## config.mk

```make
export PLATFORM = sky130hd
export DESIGN_NAME = atm_otp_responder
export DESIGN_NICKNAME = d
export VERILOG_FILES = /design/src/rtl/atm_otp_responder_pkg.sv /design/src/rtl/atm_otp_responder_lfsr.sv /design/src/rtl/atm_otp_responder.sv
export SDC_FILE = /design/constraint.sdc
export NUM_CORES = 1
export LEC_CHECK = 0
export ABC_AREA = 1
export CORE_ASPECT_RATIO = 0.7
export CORE_MARGIN = 5
export CORE_UTILIZATION = 35
export CTS_CLUSTER_DIAMETER = 30
export DETAILED_ROUTE_END_ITERATION = 8
export GPL_ROUTABILITY_DRIVEN = 1
export SETUP_SLACK_MARGIN = 0.15
export SLEW_MARGIN = 20
export SYNTH_ARGS = -nofsm -noshare
export SYNTH_HDL_FRONTEND = slang
export SYNTH_SLANG_ARGS = --single-unit
```

## constraint.sdc

```tcl
create_clock -name clk_i -period 1.4 [get_ports clk_i]
set_input_delay 0.28 -clock clk_i [delete_from_list [all_inputs] [get_ports clk_i]]
set_output_delay 0.28 -clock clk_i [all_outputs]
set_load 0.02 [all_outputs]
```

## src/rtl/atm_otp_responder_pkg.sv

```systemverilog
// -----------------------------------------------------------------------------
// atm_pkg
//
// Shared definitions for the ATM OTP responder:
//   - otp_state_e     : responder FSM states
//   - OTP_* codes     : response codes returned to the ATM controller
//   - OTP_W_DEFAULT   : default OTP width
//   - OTP_ZERO_SUB    : value used when the mixed OTP would be all zeros
//   - LFSR_W/LFSR_TAPS: 16-bit Fibonacci LFSR, x^16+x^14+x^13+x^11+1
//   - lfsr16_next()   : single-step helper for the LFSR
// -----------------------------------------------------------------------------
package atm_pkg;

    typedef enum logic [1:0] {
        IDLE       = 2'd0,
        ISSUE      = 2'd1,
        WAIT_ENTRY = 2'd2,
        RESPOND    = 2'd3
    } otp_state_e;

    localparam logic [1:0] OTP_OK       = 2'b00;
    localparam logic [1:0] OTP_TOO_MANY = 2'b01;
    localparam logic [1:0] OTP_TIMEOUT  = 2'b10;
    localparam logic [1:0] OTP_ABORTED  = 2'b11;

    localparam int         OTP_W_DEFAULT = 6;
    localparam logic [5:0] OTP_ZERO_SUB  = 6'h2A;

    localparam int          LFSR_W    = 16;
    // Exponents 16,14,13,11 map to register bits 15,13,12,10.
    localparam logic [15:0] LFSR_TAPS = 16'hB400;

    // Shift left; the new LSB is the XOR of the tapped bits.
    function automatic logic [15:0] lfsr16_next(input logic [15:0] s);
        return {s[14:0], ^(s & LFSR_TAPS)};
    endfunction

endpackage

```

## src/rtl/atm_otp_responder_lfsr.sv

```systemverilog
// -----------------------------------------------------------------------------
// otp_lfsr
//
// Free-running 16-bit Fibonacci LFSR (x^16+x^14+x^13+x^11+1). It advances
// on every rising clock edge and restarts from SEED on reset.
//
// Parameters:
//   SEED    : reset value, must be non-zero (all-zero is a lock-up state)
// Ports:
//   clk_i   : system clock
//   rst_ni  : asynchronous active-low reset
//   lfsr_o  : current LFSR contents
// -----------------------------------------------------------------------------
module otp_lfsr
    import atm_pkg::*;
#(
    parameter logic [15:0] SEED = 16'hACE1
) (
    input  logic        clk_i,
    input  logic        rst_ni,
    output logic [15:0] lfsr_o
);

    logic [15:0] lfsr_q;
    logic [15:0] lfsr_d;

    always_comb begin
        lfsr_d = lfsr16_next(lfsr_q);
    end

    always_ff @(posedge clk_i or negedge rst_ni) begin
        if (!rst_ni) begin
            lfsr_q <= SEED;
        end else begin
            lfsr_q <= lfsr_d;
        end
    end

    assign lfsr_o = lfsr_q;

endmodule

```

## src/rtl/atm_otp_responder.sv

```systemverilog
// -----------------------------------------------------------------------------
// atm_otp_responder
//
// Responder side of the ATM high-value withdrawal OTP handshake. On a
// controller request it mixes the free-running LFSR with the account index
// to form an OTP, strobes it to the customer device, checks customer
// entries against it with a limited number of tries, and returns a
// single-cycle response code to the controller.
//
// Optional build macro:
//   ATM_OTP_TIMEOUT_EN : enables a WAIT_ENTRY timeout of TIMEOUT_CYCLES
//                        cycles (response code 10). Without it the block
//                        waits for an entry or abort indefinitely.
//
// Parameters:
//   OTP_W          : OTP width in bits (<= 16)
//   MAX_TRIES      : wrong entries allowed before lockout (1..3)
//   TIMEOUT_CYCLES : WAIT_ENTRY cycles before timeout (timeout build only)
//   LFSR_SEED      : LFSR reset value (non-zero)
//
// Ports:
//   clk_i          : system clock
//   rst_ni         : asynchronous active-low reset
//   req_valid_i    : controller requests an OTP session
//   req_ready_o    : high only in IDLE (decoded from state)
//   acc_index_i    : account index, sampled on the accept cycle
//   abort_i        : controller cancel, wins over any entry
//   otp_out_o      : OTP shown to the customer device
//   otp_valid_o    : one-cycle strobe, otp_out_o is new
//   entry_valid_i  : customer entry strobe
//   entry_otp_i    : customer-entered OTP
//   tries_left_o   : remaining wrong entries allowed
//   resp_valid_o   : one-cycle response strobe
//   resp_code_o    : 00 OK, 01 TOO_MANY_TRIES, 10 TIMEOUT, 11 ABORTED
// -----------------------------------------------------------------------------
module atm_otp_responder
    import atm_pkg::*;
#(
    parameter int          OTP_W          = OTP_W_DEFAULT,
    parameter int          MAX_TRIES      = 3,
    parameter int          TIMEOUT_CYCLES = 1000,
    parameter logic [15:0] LFSR_SEED      = 16'hACE1
) (
    input  logic             clk_i,
    input  logic             rst_ni,
    input  logic             req_valid_i,
    output logic             req_ready_o,
    input  logic [3:0]       acc_index_i,
    input  logic             abort_i,
    output logic [OTP_W-1:0] otp_out_o,
    output logic             otp_valid_o,
    input  logic             entry_valid_i,
    input  logic [OTP_W-1:0] entry_otp_i,
    output logic [1:0]       tries_left_o,
    output logic             resp_valid_o,
    output logic [1:0]       resp_code_o
);

    // -------------------------------------------------------------------------
    // Free-running OTP source
    // -------------------------------------------------------------------------
    logic [LFSR_W-1:0] lfsr;

    otp_lfsr #(
        .SEED   (LFSR_SEED)
    ) u_lfsr (
        .clk_i  (clk_i),
        .rst_ni (rst_ni),
        .lfsr_o (lfsr)
    );

    // Candidate OTP for this cycle; an all-zero OTP is replaced because a
    // cleared otp_out_o of 0 would be indistinguishable from "no OTP".
    logic [OTP_W-1:0] otp_mix;
    logic [OTP_W-1:0] otp_new;

    always_comb begin
        otp_mix = lfsr[OTP_W-1:0] ^ OTP_W'(acc_index_i);
        otp_new = (otp_mix == '0) ? OTP_W'(OTP_ZERO_SUB) : otp_mix;
    end

    generate
        if (OTP_W < LFSR_W) begin : g_lfsr_spare
            logic unused_lfsr_hi;
            assign unused_lfsr_hi = ^lfsr[LFSR_W-1:OTP_W];
        end
    endgenerate

    // -------------------------------------------------------------------------
    // State and output registers
    // -------------------------------------------------------------------------
    otp_state_e       state_q,      state_d;
    logic [OTP_W-1:0] otp_q,        otp_d;
    logic             otp_valid_q,  otp_valid_d;
    logic [1:0]       tries_q,      tries_d;
    logic             resp_valid_q, resp_valid_d;
    logic [1:0]       resp_code_q,  resp_code_d;

    // -------------------------------------------------------------------------
    // Decision terms for the current cycle, in priority order:
    // abort, then a customer entry, then the timeout.
    // -------------------------------------------------------------------------
    logic in_session;
    logic abort_hit;
    logic entry_hit;
    logic entry_match;
    logic entry_lockout;
    logic timeout_hit;

    always_comb begin
        in_session    = (state_q == ISSUE) || (state_q == WAIT_ENTRY);
        abort_hit     = in_session && abort_i;
        entry_hit     = (state_q == WAIT_ENTRY) && !abort_i && entry_valid_i;
        entry_match   = entry_hit && (entry_otp_i == otp_q);
        // The last allowed wrong entry ends the session.
        entry_lockout = entry_hit && !entry_match && (tries_q == 2'd1);
    end

`ifdef ATM_OTP_TIMEOUT_EN
    // Counts WAIT_ENTRY cycles; zero in the first WAIT_ENTRY cycle. Wrong
    // entries keep the session in WAIT_ENTRY and so do not restart it.
    localparam int TMO_W = $clog2(TIMEOUT_CYCLES) + 1;

    logic [TMO_W-1:0] tmo_q;
    logic [TMO_W-1:0] tmo_d;

    always_comb begin
        timeout_hit = (state_q == WAIT_ENTRY) && !abort_i && !entry_valid_i
                      && (tmo_q == TMO_W'(TIMEOUT_CYCLES - 1));
        tmo_d       = '0;
        if ((state_q == WAIT_ENTRY) && (state_d == WAIT_ENTRY)) begin
            tmo_d = tmo_q + 1'b1;
        end
    end

    always_ff @(posedge clk_i or negedge rst_ni) begin
        if (!rst_ni) begin
            tmo_q <= '0;
        end else begin
            tmo_q <= tmo_d;
        end
    end
`else
    logic unused_tmo_cfg;
    assign unused_tmo_cfg = ^TIMEOUT_CYCLES;

    always_comb begin
        timeout_hit = 1'b0;
    end
`endif

    // -------------------------------------------------------------------------
    // FSM: state register
    // -------------------------------------------------------------------------
    always_ff @(posedge clk_i or negedge rst_ni) begin
        if (!rst_ni) begin
            state_q <= IDLE;
        end else begin
            state_q <= state_d;
        end
    end

    // -------------------------------------------------------------------------
    // FSM: next-state logic
    // -------------------------------------------------------------------------
    always_comb begin
        state_d = state_q;
        unique case (state_q)
            IDLE: begin
                if (req_valid_i) begin
                    state_d = ISSUE;
                end
            end
            ISSUE: begin
                state_d = abort_hit ? RESPOND : WAIT_ENTRY;
            end
            WAIT_ENTRY: begin
                if (abort_hit || entry_match || entry_lockout || timeout_hit) begin
                    state_d = RESPOND;
                end
            end
            RESPOND: begin
                state_d = IDLE;
            end
            default: begin
                state_d = IDLE;
            end
        endcase
    end

    // -------------------------------------------------------------------------
    // FSM: output logic (next values of the registered outputs)
    // -------------------------------------------------------------------------
    always_comb begin
        otp_d        = otp_q;
        tries_d      = tries_q;
        resp_code_d  = resp_code_q;
        // Strobes mark the first (and only) cycle of their state.
        otp_valid_d  = (state_d == ISSUE);
        resp_valid_d = (state_d == RESPOND);

        unique case (state_q)
            IDLE: begin
                if (req_valid_i) begin
                    otp_d   = otp_new;
                    tries_d = 2'(MAX_TRIES);
                end
            end
            ISSUE: begin
                if (abort_hit) begin
                    resp_code_d = OTP_ABORTED;
                end
            end
            WAIT_ENTRY: begin
                if (abort_hit) begin
                    resp_code_d = OTP_ABORTED;
                end else if (entry_match) begin
                    resp_code_d = OTP_OK;
                end else if (entry_hit) begin
                    tries_d = tries_q - 2'd1;
                    if (entry_lockout) begin
                        resp_code_d = OTP_TOO_MANY;
                    end
                end else if (timeout_hit) begin
                    resp_code_d = OTP_TIMEOUT;
                end
            end
            RESPOND: begin
                otp_d   = '0;
                tries_d = 2'd0;
            end
            default: begin
                otp_d   = '0;
                tries_d = 2'd0;
            end
        endcase
    end

    always_ff @(posedge clk_i or negedge rst_ni) begin
        if (!rst_ni) begin
            otp_q        <= '0;
            otp_valid_q  <= 1'b0;
            tries_q      <= 2'd0;
            resp_valid_q <= 1'b0;
            resp_code_q  <= OTP_OK;
        end else begin
            otp_q        <= otp_d;
            otp_valid_q  <= otp_valid_d;
            tries_q      <= tries_d;
            resp_valid_q <= resp_valid_d;
            resp_code_q  <= resp_code_d;
        end
    end

    assign req_ready_o  = (state_q == IDLE);
    assign otp_out_o    = otp_q;
    assign otp_valid_o  = otp_valid_q;
    assign tries_left_o = tries_q;
    assign resp_valid_o = resp_valid_q;
    assign resp_code_o  = resp_code_q;

endmodule

```

==> summary.txt, run 1 <==
GRT
  – First-pass GRT wire length: between 4 and 5 mm
  – Number of global-route vias before repair: between 900 and 1,000
  – Grt ovf: 0
  – GR Layer Usage met1: 0.152
  – Initial antenna violation count: 0
  – Gr usage total: 0.113
  – Largest net degree at the start of global routing: 31
  – Met2 usage: 0.161
  – M3 GR Usage: 0.0422
  – Most used routing layer: met2

Synthesis
  – Post-synthesis register bit count: 30
  – Largest cells by area after synthesis: dfrtp_1, dfstp_2, nand2_1, inv_1, ha_1
  – Top FF cell, synth: dfrtp_1
  – Largest area contributor in the netlist: dfrtp_1
  – Post-synth EDFFs: 0
  – Synthesized cell area: around 1400 sq um
  – Synth warn: 0
  – Syn nets: around 150
  – Synth Instances: 133
  – Netlist cell types: 22
  – Top-count cell post-synth: nand2_1
  – Synth async-reset ratio: 1.00
  – Commonest cells post-synth: nand2_1, dfrtp_1, inv_1, dfstp_2, xnor2_1
  – Sequential share of the synthesized area: 0.562
  – Mapped Avg Cell Area: 10.2 sq um
  – Area fraction of the dominant cell type after synthesis: 0.407

Routing
  – WL/cell: about 12 microns
  – First drt pass iteration count: 4
  – Remaining DRCs: 0
  – Vias per inst: about 4.3
  – Vias: around 1,000
  – 1st-iter DRT viols: 44
  – Antenna-violating nets left: 0
  – Final wirelength: around 2.8 mm

Setup path
  – CP Class: reg2reg
  – RR Endpoint: tries_left_o[0]
  – R2R Path Start: state_q[1]
  – Worst Setup EP: tries_left_o[0]
  – CP Max Fanout: 4
  – Worst EP required: approximately 1.6 ns
  – Crit path launch type: flop
  – Crit path DAT: approximately 1.7 ns
  – Critical Path Start: state_q[1]
  – Reg2reg path depth: 10
  – Crit. End Element: flop
  – Setup slack, reg-to-reg: -0.09 ns

Timing
  – Fin Hold WS: 0.349 ns
  – Pins Over Slew Limit: 0
  – Rel. slew slack: 0.641
  – Sum Neg Setup Slack: -0.339 ns
  – Final Hold Viols: 0
  – RSZ-0062 raised after global routing: yes
  – Clock Skew: between 0.007 and 0.008 ns
  – Crit share post-route: 1.06
  – Slew @ Worst Pin: between 0.5 and 0.6 ns
  – Final setup viols: 9
  – Fin crit period: 1.49 ns
  – F_max: roughly 0.67 GHz
  – Setup WS post-layout: -0.0858 ns

Placement
  – DP Worst Slack: -0.234 ns
  – Placed Area: roughly 1900 sq um
  – Routability cong.: 0.753
  – Port bufs: 27
  – Hpwl dp: ~2.1 mm

Floorplan
  – Core Footprint: 3630 sq um
  – Starting density of the core: 0.373
  – # rows: 18
  – Die width: approximately 84 microns
  – Io pins: 28
  – Die Y: 62.0 microns
  – Die area: between 5000 and 6000 sq um

Run status
  – Failing checks: setup timing
  – Status: finished, violations left

Finish
  – Area Overhead vs Synth: 49.9%
  – Fin area: approximately 2000 sq um
  – Share of cells above drive strength 1: 0.412
  – NumNets Final: 206
  – N_diodes: 0

Worst hold path
  – Hold Crit Class: reg2reg

Power
  – Overall power: between 0.004 and 0.005 W
  – Pleak: between 0.9 and 1 nW
  – P per Cell Area: 1980 nW/um^2
  – Worst vdd ir: roughly 0.84 mV

Clock tree
  – CTS tree: yes
  – Maximum root-to-sink buffer count: 2
  – Clk root buf: clkbuf_8
  – Worst-Skew Late Latency: 0.28 ns
  – Clk slew on worst S/H paths: around 0.060 ns
  – Clk sink count: 30
  – Post-CTS Hold Buffers: 0
  – Cts bufs inserted: 5
  – H-tree levels: 2

Job
  – Max-Cap Viols: 0
[how the worst min path moves through the flow]
stage / startpoint / to / slack, ns / cells after the start
after global routing: u_lfsr.lfsr_o[9] / u_lfsr.lfsr_o[10] / 0.35 / 0
after global placement: u_lfsr.lfsr_o[8] / u_lfsr.lfsr_o[9] / 0.33 / 0
final: u_lfsr.lfsr_o[14] / u_lfsr.lfsr_o[15] / 0.35 / 0
after detailed placement: u_lfsr.lfsr_o[14] / u_lfsr.lfsr_o[15] / 0.34 / 0
after CTS: u_lfsr.lfsr_o[14] / u_lfsr.lfsr_o[15] / 0.35 / 0
after floorplan: rst_ni / otp_out_o[0] / -0.02 / 0
[worst max-delay path, cell delays in order (launching register included)]
cell and delay (ns):
dfrtp_1 0.40, buf_6 0.13, ha_4 0.17, nand2_4 0.06, nor2_4 0.04, nand2_2 0.08, nor2_4 0.04, buf_4 0.14
a21oi_4 0.18, nor2_1 0.06, a21oi_1 0.12
[report_power, final]
group	internal [W]	switching, W
Combinational	0.00104	0.00119
Sequential	0.00103	0.000117
Clock	0.000352	0.000285
Total	0.00243	0.00159
[logic make-up (layout without fill, tap and decap cells)]
group,after synthesis,in the layout,share of synthesized area
and+or+nand+nor,47,47,0.167
DFF,30,30,0.562
buffers and inverters,21,75,0.0583
AOI/OAI and AO/OA,19,19,0.0897
xor gates and xnor gates,11,11,0.0768
adders and majority gates,5,5,0.0463
[flip-flops by register name (all words and copies together) (netlist names)]
| name | flops |
|---|---|
| tries_left_o | 2 |
| state_q | 2 |
| otp_out_o | 6 |
| u_lfsr.lfsr_o | 16 |
| resp_code_o | 2 |
| resp_valid_o | 1 |
| otp_valid_o | 1 |
[layout by cell type, fill, tap and decap left out, types with 4 or more instances in the layout]
cell / instances
clkbuf_8: 5
buf_6: 5
nor2_1: 5
buf_2: 4
nand2_2: 9
o21ai_1: 5
inv_1: 15
nor2_4: 4
clkdlybuf4s15_1: 4
xnor2_1: 7
inv_2: 4
clkdlybuf4s50_1: 14
dfrtp_1: 22
dfstp_2: 8
nand2_1: 22
buf_4: 14
[area by class of cell]
cell class	instances	area, sq um
multi-input combinational	82	619
timing repair buffer	46	420
inverter	21	83.8
tap	50	62.6
fill	329	1600
sequential	30	761
clock buffer	8	80.1
[metal layers]
| layer | vias up | wire, microns |
|---|---|---|
| li1 | 518 | - |
| met1 | 485 | 1390 |
| met2 | 20 | 1170 |
| met3 | 5 | 163 |
| met4 | 0 | 48 |
| met5 | - | 0 |
[timing repair]
item | in CTS | in global routing
resized for setup | 46 | 18
buffers inserted | 3 | 1
setup endpoints to repair | 26 | 20
hold endpoints to repair | 0 | 0
pin swaps | 4 | 5
[per-stage QoR]
stage | std cells | util
3_5_place_dp | 225 | 0.515
3_3_place_gp | 225 | 0.515
4_1_cts | 236 | 0.555
6_report | 237 | 0.559
5_1_grt | 237 | 0.559
2_1_floorplan | 133 | -
Power figures use the tool's default switching activity.
==> inputs of run 2 (changes only) <==
CORE_MARGIN = 2   (was 5)
CTS_CLUSTER_DIAMETER = unset   (was 30)
==> summary.txt, run 2 (synthesis gave the netlist of run 1 again) <==
Placement
  – Routability cong.: 0.844 (+12%)
  – Placed Area: 1880 sq um (+0.67%)
  – Port bufs: 27 (unchanged)
  – Hpwl dp: 2.10 mm (+0.74%)

Clock tree
  – Clk slew on worst S/H paths: 0.06 ns (about the same)
  – H-tree levels: 2 (unchanged)
  – Maximum root-to-sink buffer count: 2 (unchanged)
  – Post-CTS Hold Buffers: 0 (unchanged)
  – Cts bufs inserted: 5 (unchanged)
  – Worst-Skew Late Latency: 0.28 ns (about the same)
  – CTS tree: yes
  – Clk sink count: 30 (unchanged)
  – Clk root buf: clkbuf_8

GRT
  – Gr usage total: 0.143 (+0.0299)
  – First-pass GRT wire length: 4.65 mm (+5.0%)
  – Largest net degree at the start of global routing: 31 (unchanged)
  – Initial antenna violation count: 0 (unchanged)
  – Grt ovf: 0 (unchanged)
  – Number of global-route vias before repair: 1,022 (+5.4%)

Timing
  – Slew @ Worst Pin: 0.505 ns (-0.0281 ns)
  – Crit share post-route: 1.06 (-0.00487)
  – F_max: 0.676 GHz (+0.46%)
  – Rel. slew slack: 0.660 (+0.0189)
  – Fin Hold WS: 0.350 ns (+0.000975 ns)
  – Pins Over Slew Limit: 0 (unchanged)
  – Final setup viols: 11 (+2)
  – RSZ-0062 raised after global routing: yes
  – Fin crit period: 1.48 ns (-0.00681 ns)
  – Setup WS post-layout: -0.0790 ns (+0.00681 ns)
  – Final Hold Viols: 0 (unchanged)
  – Clock Skew: 0.00392 ns (-0.00337 ns)

Routing
  – Vias per inst: 4.35 (+0.26%)
  – Antenna-violating nets left: 0 (unchanged)
  – Remaining DRCs: 0 (unchanged)
  – WL/cell: 11.9 microns (+1.7%)
  – Vias: 1,035 (+0.68%)
  – 1st-iter DRT viols: 48 (+9.1%)
  – First drt pass iteration count: 4 (unchanged)
  – Final wirelength: 2.84 mm (+2.1%)

Finish
  – NumNets Final: 207 (+0.49%)
  – Area Overhead vs Synth: 51.0%
  – Share of cells above drive strength 1: 0.457 (+0.0457)
  – Fill count: 311 (-5.5%)
  – N_diodes: 0 (unchanged)
  – Fin area: 2040 sq um (+0.74%)
  – Most frequent cells in the layout: nand2_1, dfrtp_1, buf_4
  – Fin util: 0.567 (+0.00766)
  – Max reg flops: 16 (unchanged)

Floorplan
  – Die area: 4390 sq um (-16%)
  – # rows: 18 (unchanged)
  – Die Y: 56.0 microns (-9.7%)
  – Core Footprint: 3600 sq um (-0.62%)
  – Die width: 78.3 microns (-7.1%)
  – Io pins: 28 (unchanged)
  – Starting density of the core: 0.375 (+0.00233)

Setup path
  – CP Max Fanout: 3 (-1)
  – R2R Path Start: state_q[1]
  – Crit. End Element: flop
  – Setup slack, reg-to-reg: -0.08 ns (about the same)
  – RR Endpoint: otp_valid_o
  – Crit path DAT: 1.69 ns (about the same)
  – Worst EP required: 1.61 ns (about the same)
  – Critical Path Start: state_q[1]
  – Crit path launch type: flop
  – Reg2reg path depth: 10 (unchanged)
  – Worst Setup EP: otp_valid_o
  – CP Class: reg2reg

Run status
  – Status: finished, violations left
  – Failing checks: setup timing

Job
  – Max-Cap Viols: 0 (unchanged)

Power
  – Worst vdd ir: 1.46 mV (+74%)
  – P per Cell Area: 2040 nW/um^2 (+2.7%)
  – Pleak: 0.959 nW (+1.6%)

Worst hold path
  – Hold Crit Class: in2async
## run 2: cell types whose count changed in the layout (fill, tap and decap cells not counted), moves of 2 or more
cell / delta
a21oi_2: +2
buf_2: +2
clkbuf_1: -2
clkbuf_2: +2
clkdlybuf4s15_1: -2
clkdlybuf4s15_2: -2
o21ai_1: -3
o21ai_2: +2
## run 2: worst max-delay path, stage by stage (launching register included)
cell,delay [ns]
dfrtp_1,0.38
buf_6,0.12
ha_4,0.17
nand2_4,0.07
nor2_4,0.10
nand2_2,0.07
nor2_4,0.10
nand2_2,0.09
nand3_2,0.09
nand3_4,0.09
a21oi_2,0.14
## run 2: worst min path at each step
stage | endpoint | cells past startpoint | from | slack (ns)
final | u_lfsr.lfsr_o[1] | 2 | rst_ni | 0.35
after global routing | otp_out_o[1] | 2 | rst_ni | 0.35
after CTS | otp_out_o[1] | 2 | rst_ni | 0.35
after detailed placement | u_lfsr.lfsr_o[10] | 0 | u_lfsr.lfsr_o[9] | 0.34
after global placement | u_lfsr.lfsr_o[9] | 0 | u_lfsr.lfsr_o[8] | 0.34
after floorplan | otp_out_o[0] | 0 | rst_ni | -0.02
## run 2: report_power, final
group	total, W	leakage, nW	internal, W	switching [W]
logic	0.00231	0.545	0.00106	0.00124
registers	0.00115	0.366	0.00103	0.000114
clock network	0.000706	0.0482	0.000395	0.000310
total	0.00416	0.959	0.00249	0.00167
## run 2: layout make-up
cell class / instances / area [sq um] / area share
multi-input cells: 82 / 623 / 0.305
inverters: 21 / 90.1 / 0.0441
clock buffers: 7 / 86.3 / 0.0423
repair buffers: 47 / 414 / 0.203
well taps: 50 / 62.6 / 0.0306
clock inverters: 1 / 5.00 / 0.00245
flip-flops and latches: 30 / 761 / 0.373
## run 2: layer usage
| layer | part of all wire | GRT usage | vias up |
|---|---|---|---|
| li1 | - | - | 518 |
| met1 | 0.46 | 0.188 | 487 |
| met2 | 0.47 | 0.207 | 23 |
| met3 | 0.044 | 0.0422 | 7 |
| met4 | 0.026 | 0.0902 | 0 |
| met5 | 0 | 0 | - |
## run 2: per-stage QoR
step                instances  setup TNS (ns)  power (W)  worst slack, ns
floorplan                 133               0    0.00237           0.0313
global placement          225          -0.999    0.00317           -0.155
detailed placement        225           -1.36    0.00322           -0.240
CTS                       235          -0.403    0.00402          -0.0933
global route              238           -1.69    0.00446           -0.172
finish                    238          -0.524    0.00416          -0.0790
## run 2: repair_timing
| action | 4_1_cts | 5_1_grt |
|---|---|---|
| pin swaps | 0 | 6 |
| endpoints found under the setup margin | 26 | 21 |
| setup buffers | 2 | 3 |
| resized for setup | 48 | 22 |
==> inputs of run 3 (changes only) <==
CAP_MARGIN = 20   (was unset)
CTS_BUF_LIST = sky130_fd_sc_hd__clkbuf_4 sky130_fd_sc_hd__clkbuf_8   (was unset)
==> summary.txt, run 3 (synthesis gave the netlist of run 1 again) <==
Job
  – Max-Cap Viols: 0 (unchanged)

Floorplan
  – Io pins: 28 (unchanged)
  – Die width: 78.3 microns (unchanged)
  – Starting density of the core: 0.375 (unchanged)
  – # rows: 18 (unchanged)
  – Die Y: 56.0 microns (unchanged)
  – Die area: 4390 sq um (unchanged)
  – Core Footprint: 3600 sq um (unchanged)

Finish
  – Max reg flops: 16 (unchanged)
  – N_diodes: 0 (unchanged)
  – Area Overhead vs Synth: 51.2%
  – Non-filler cells, final: 238 (unchanged)
  – Share of cells above drive strength 1: 0.463 (+0.00532)
  – Fill count: 314 (+0.96%)
  – Fin area: 2050 sq um (+0.18%)
  – NumNets Final: 207 (unchanged)
  – Most frequent cells in the layout: nand2_1, dfrtp_1, buf_4

Placement
  – Placed Area: 1880 sq um (unchanged)
  – Hpwl dp: 2.10 mm (unchanged)
  – DP Worst Slack: -0.240 ns (unchanged)
  – Port bufs: 27 (unchanged)
  – # placed instances: 225 (unchanged)
  – Routability cong.: 0.844 (unchanged)

Setup path
  – Worst EP required: 1.61 ns (about the same)
  – CP Max Fanout: 3 (unchanged)
  – Crit. End Element: flop
  – CP Class: reg2reg
  – Crit-path cells: buf_6 > ha_4 > nand2_4 > nor2_4 > nand2_2 > nor2_4 > nand2_2 > nand3_2 > nand3_4 > a21oi_2
  – Slowest CP cell: dfrtp_1
  – Crit-path max cell delay: 0.38 ns (about the same)
  – Crit path launch type: flop
  – Reg2reg path depth: 10 (unchanged)
  – Crit path DAT: 1.69 ns (about the same)

Routing
  – Vias per inst: 4.33 (-0.48%)
  – 1st-iter DRT viols: 27 (-44%)
  – Antenna-violating nets left: 0 (unchanged)
  – Final wirelength: 2.85 mm (+0.42%)
  – WL/cell: 12.0 microns (+0.42%)
  – Vias: 1,030 (-0.48%)
  – First drt pass iteration count: 4 (unchanged)
  – Remaining DRCs: 0 (unchanged)

Clock tree
  – CTS tree: yes
  – Clk slew on worst S/H paths: 0.06 ns (about the same)
  – Worst-Skew Late Latency: 0.28 ns (about the same)
  – Clk root buf: clkbuf_8
  – Cts bufs inserted: 5 (unchanged)
  – H-tree levels: 2 (unchanged)
  – Clk sink count: 30 (unchanged)
  – Post-CTS Hold Buffers: 0 (unchanged)
  – Maximum root-to-sink buffer count: 2 (unchanged)

Worst hold path
  – Hold Crit Class: in2async

Power
  – Worst vdd ir: 1.46 mV (about the same)
  – Pleak: 0.962 nW (+0.36%)
  – P per Cell Area: 2040 nW/um^2 (+0.41%)

GRT
  – Met2 usage: 0.206 (-0.00123)
  – First-pass GRT wire length: 4.67 mm (+0.45%)
  – Grt ovf: 0 (unchanged)
  – Initial antenna violation count: 0 (unchanged)
  – Most used routing layer: met2
  – Largest net degree at the start of global routing: 31 (unchanged)
  – GR Layer Usage met1: 0.191 (+0.00308)
  – Gr usage total: 0.144 (+0.000694)
  – Number of global-route vias before repair: 1,021 (-0.098%)
  – M3 GR Usage: 0.0422 (unchanged)

Timing
  – RSZ-0062 raised after global routing: yes
  – Crit share post-route: 1.06 (about the same)
  – Final setup viols: 11 (unchanged)
  – Final Hold Viols: 0 (unchanged)
  – Fin crit period: 1.48 ns (+0.0000240 ns)
  – Pins Over Slew Limit: 0 (unchanged)
  – Setup WS post-layout: -0.0791 ns (-0.0000240 ns)
  – Slew @ Worst Pin: 0.505 ns (unchanged)
  – Rel. slew slack: 0.660 (unchanged)
  – F_max: 0.676 GHz (about the same)
  – Clock Skew: 0.00387 ns (-0.0000450 ns)

Run status
  – Status: finished, violations left
  – Failing checks: setup timing
## run 3: cell counts in the layout (fill, tap and decap cells not counted)
Identical to the previous run, type by type.
## run 3: where the power goes
group | total (W) | internal, W | switching [W] | leakage, nW
sequential | 0.00115 | 0.00103 | 0.000114 | 0.366
combinational | 0.00231 | 0.00107 | 0.00124 | 0.545
clock | 0.000730 | 0.000415 | 0.000315 | 0.0517
total | 0.00418 | 0.00251 | 0.00167 | 0.962
## run 3: what timing repair did
item | 4_1_cts | 5_1_grt
buffers inserted | 2 | 3
endpoints found under the setup margin | 26 | 21
gates resized for setup | 48 | 22
pin swaps | 0 | 6
## run 3: cell type report
type / count / area, sq um / area share
repair buffers: 47 / 414 / 0.202
clock buffers: 7 / 90.1 / 0.0440
well taps: 50 / 62.6 / 0.0306
clock inverters: 1 / 5.00 / 0.00245
flip-flops and latches: 30 / 761 / 0.372
inverters: 21 / 90.1 / 0.0440
multi-input cells: 82 / 623 / 0.305
## run 3: final timing paths
kind                                        from                end  slack, ns
worst max-delay path                  state_q[1]        otp_valid_o      -0.08
worst min-delay path                      rst_ni   u_lfsr.lfsr_o[1]       0.35
worst max register to register        state_q[1]        otp_valid_o      -0.08
worst min register to register  u_lfsr.lfsr_o[9]  u_lfsr.lfsr_o[10]       0.35
max in group asynchronous                 rst_ni  u_lfsr.lfsr_o[11]       0.82
min in group clk_i              u_lfsr.lfsr_o[9]  u_lfsr.lfsr_o[10]       0.35
## run 3: per-layer routing
metal | share of wire | vias up
li1 | - | 518
met1 | 0.47 | 482
met2 | 0.46 | 23
met3 | 0.044 | 7
met4 | 0.028 | 0
met5 | 0 | -
## run 3: worst max-delay path, delay by kind of cell, from the launching register on
| family | cells | cell delay, ns |
|---|---|---|
| flip-flops | 1 | 0.38 |
| AO/OA/AOI/OAI | 1 | 0.14 |
| adder cells (fa/ha/maj) | 1 | 0.17 |
| buffers and inverters | 1 | 0.12 |
| AND/OR/NAND/NOR | 7 | 0.61 |
## run 3: stage by stage
| step | util | hold WS [ns] | power, W | setup TNS [ns] |
|---|---|---|---|---|
| 2_1_floorplan | - | -0.0156 | 0.00237 | 0 |
| 3_3_place_gp | 0.522 | 0.337 | 0.00317 | -0.999 |
| 3_5_place_dp | 0.522 | 0.339 | 0.00322 | -1.36 |
| 4_1_cts | 0.557 | 0.346 | 0.00404 | -0.403 |
| 5_1_grt | 0.568 | 0.349 | 0.00449 | -1.69 |
| 6_report | 0.568 | 0.350 | 0.00418 | -0.521 |
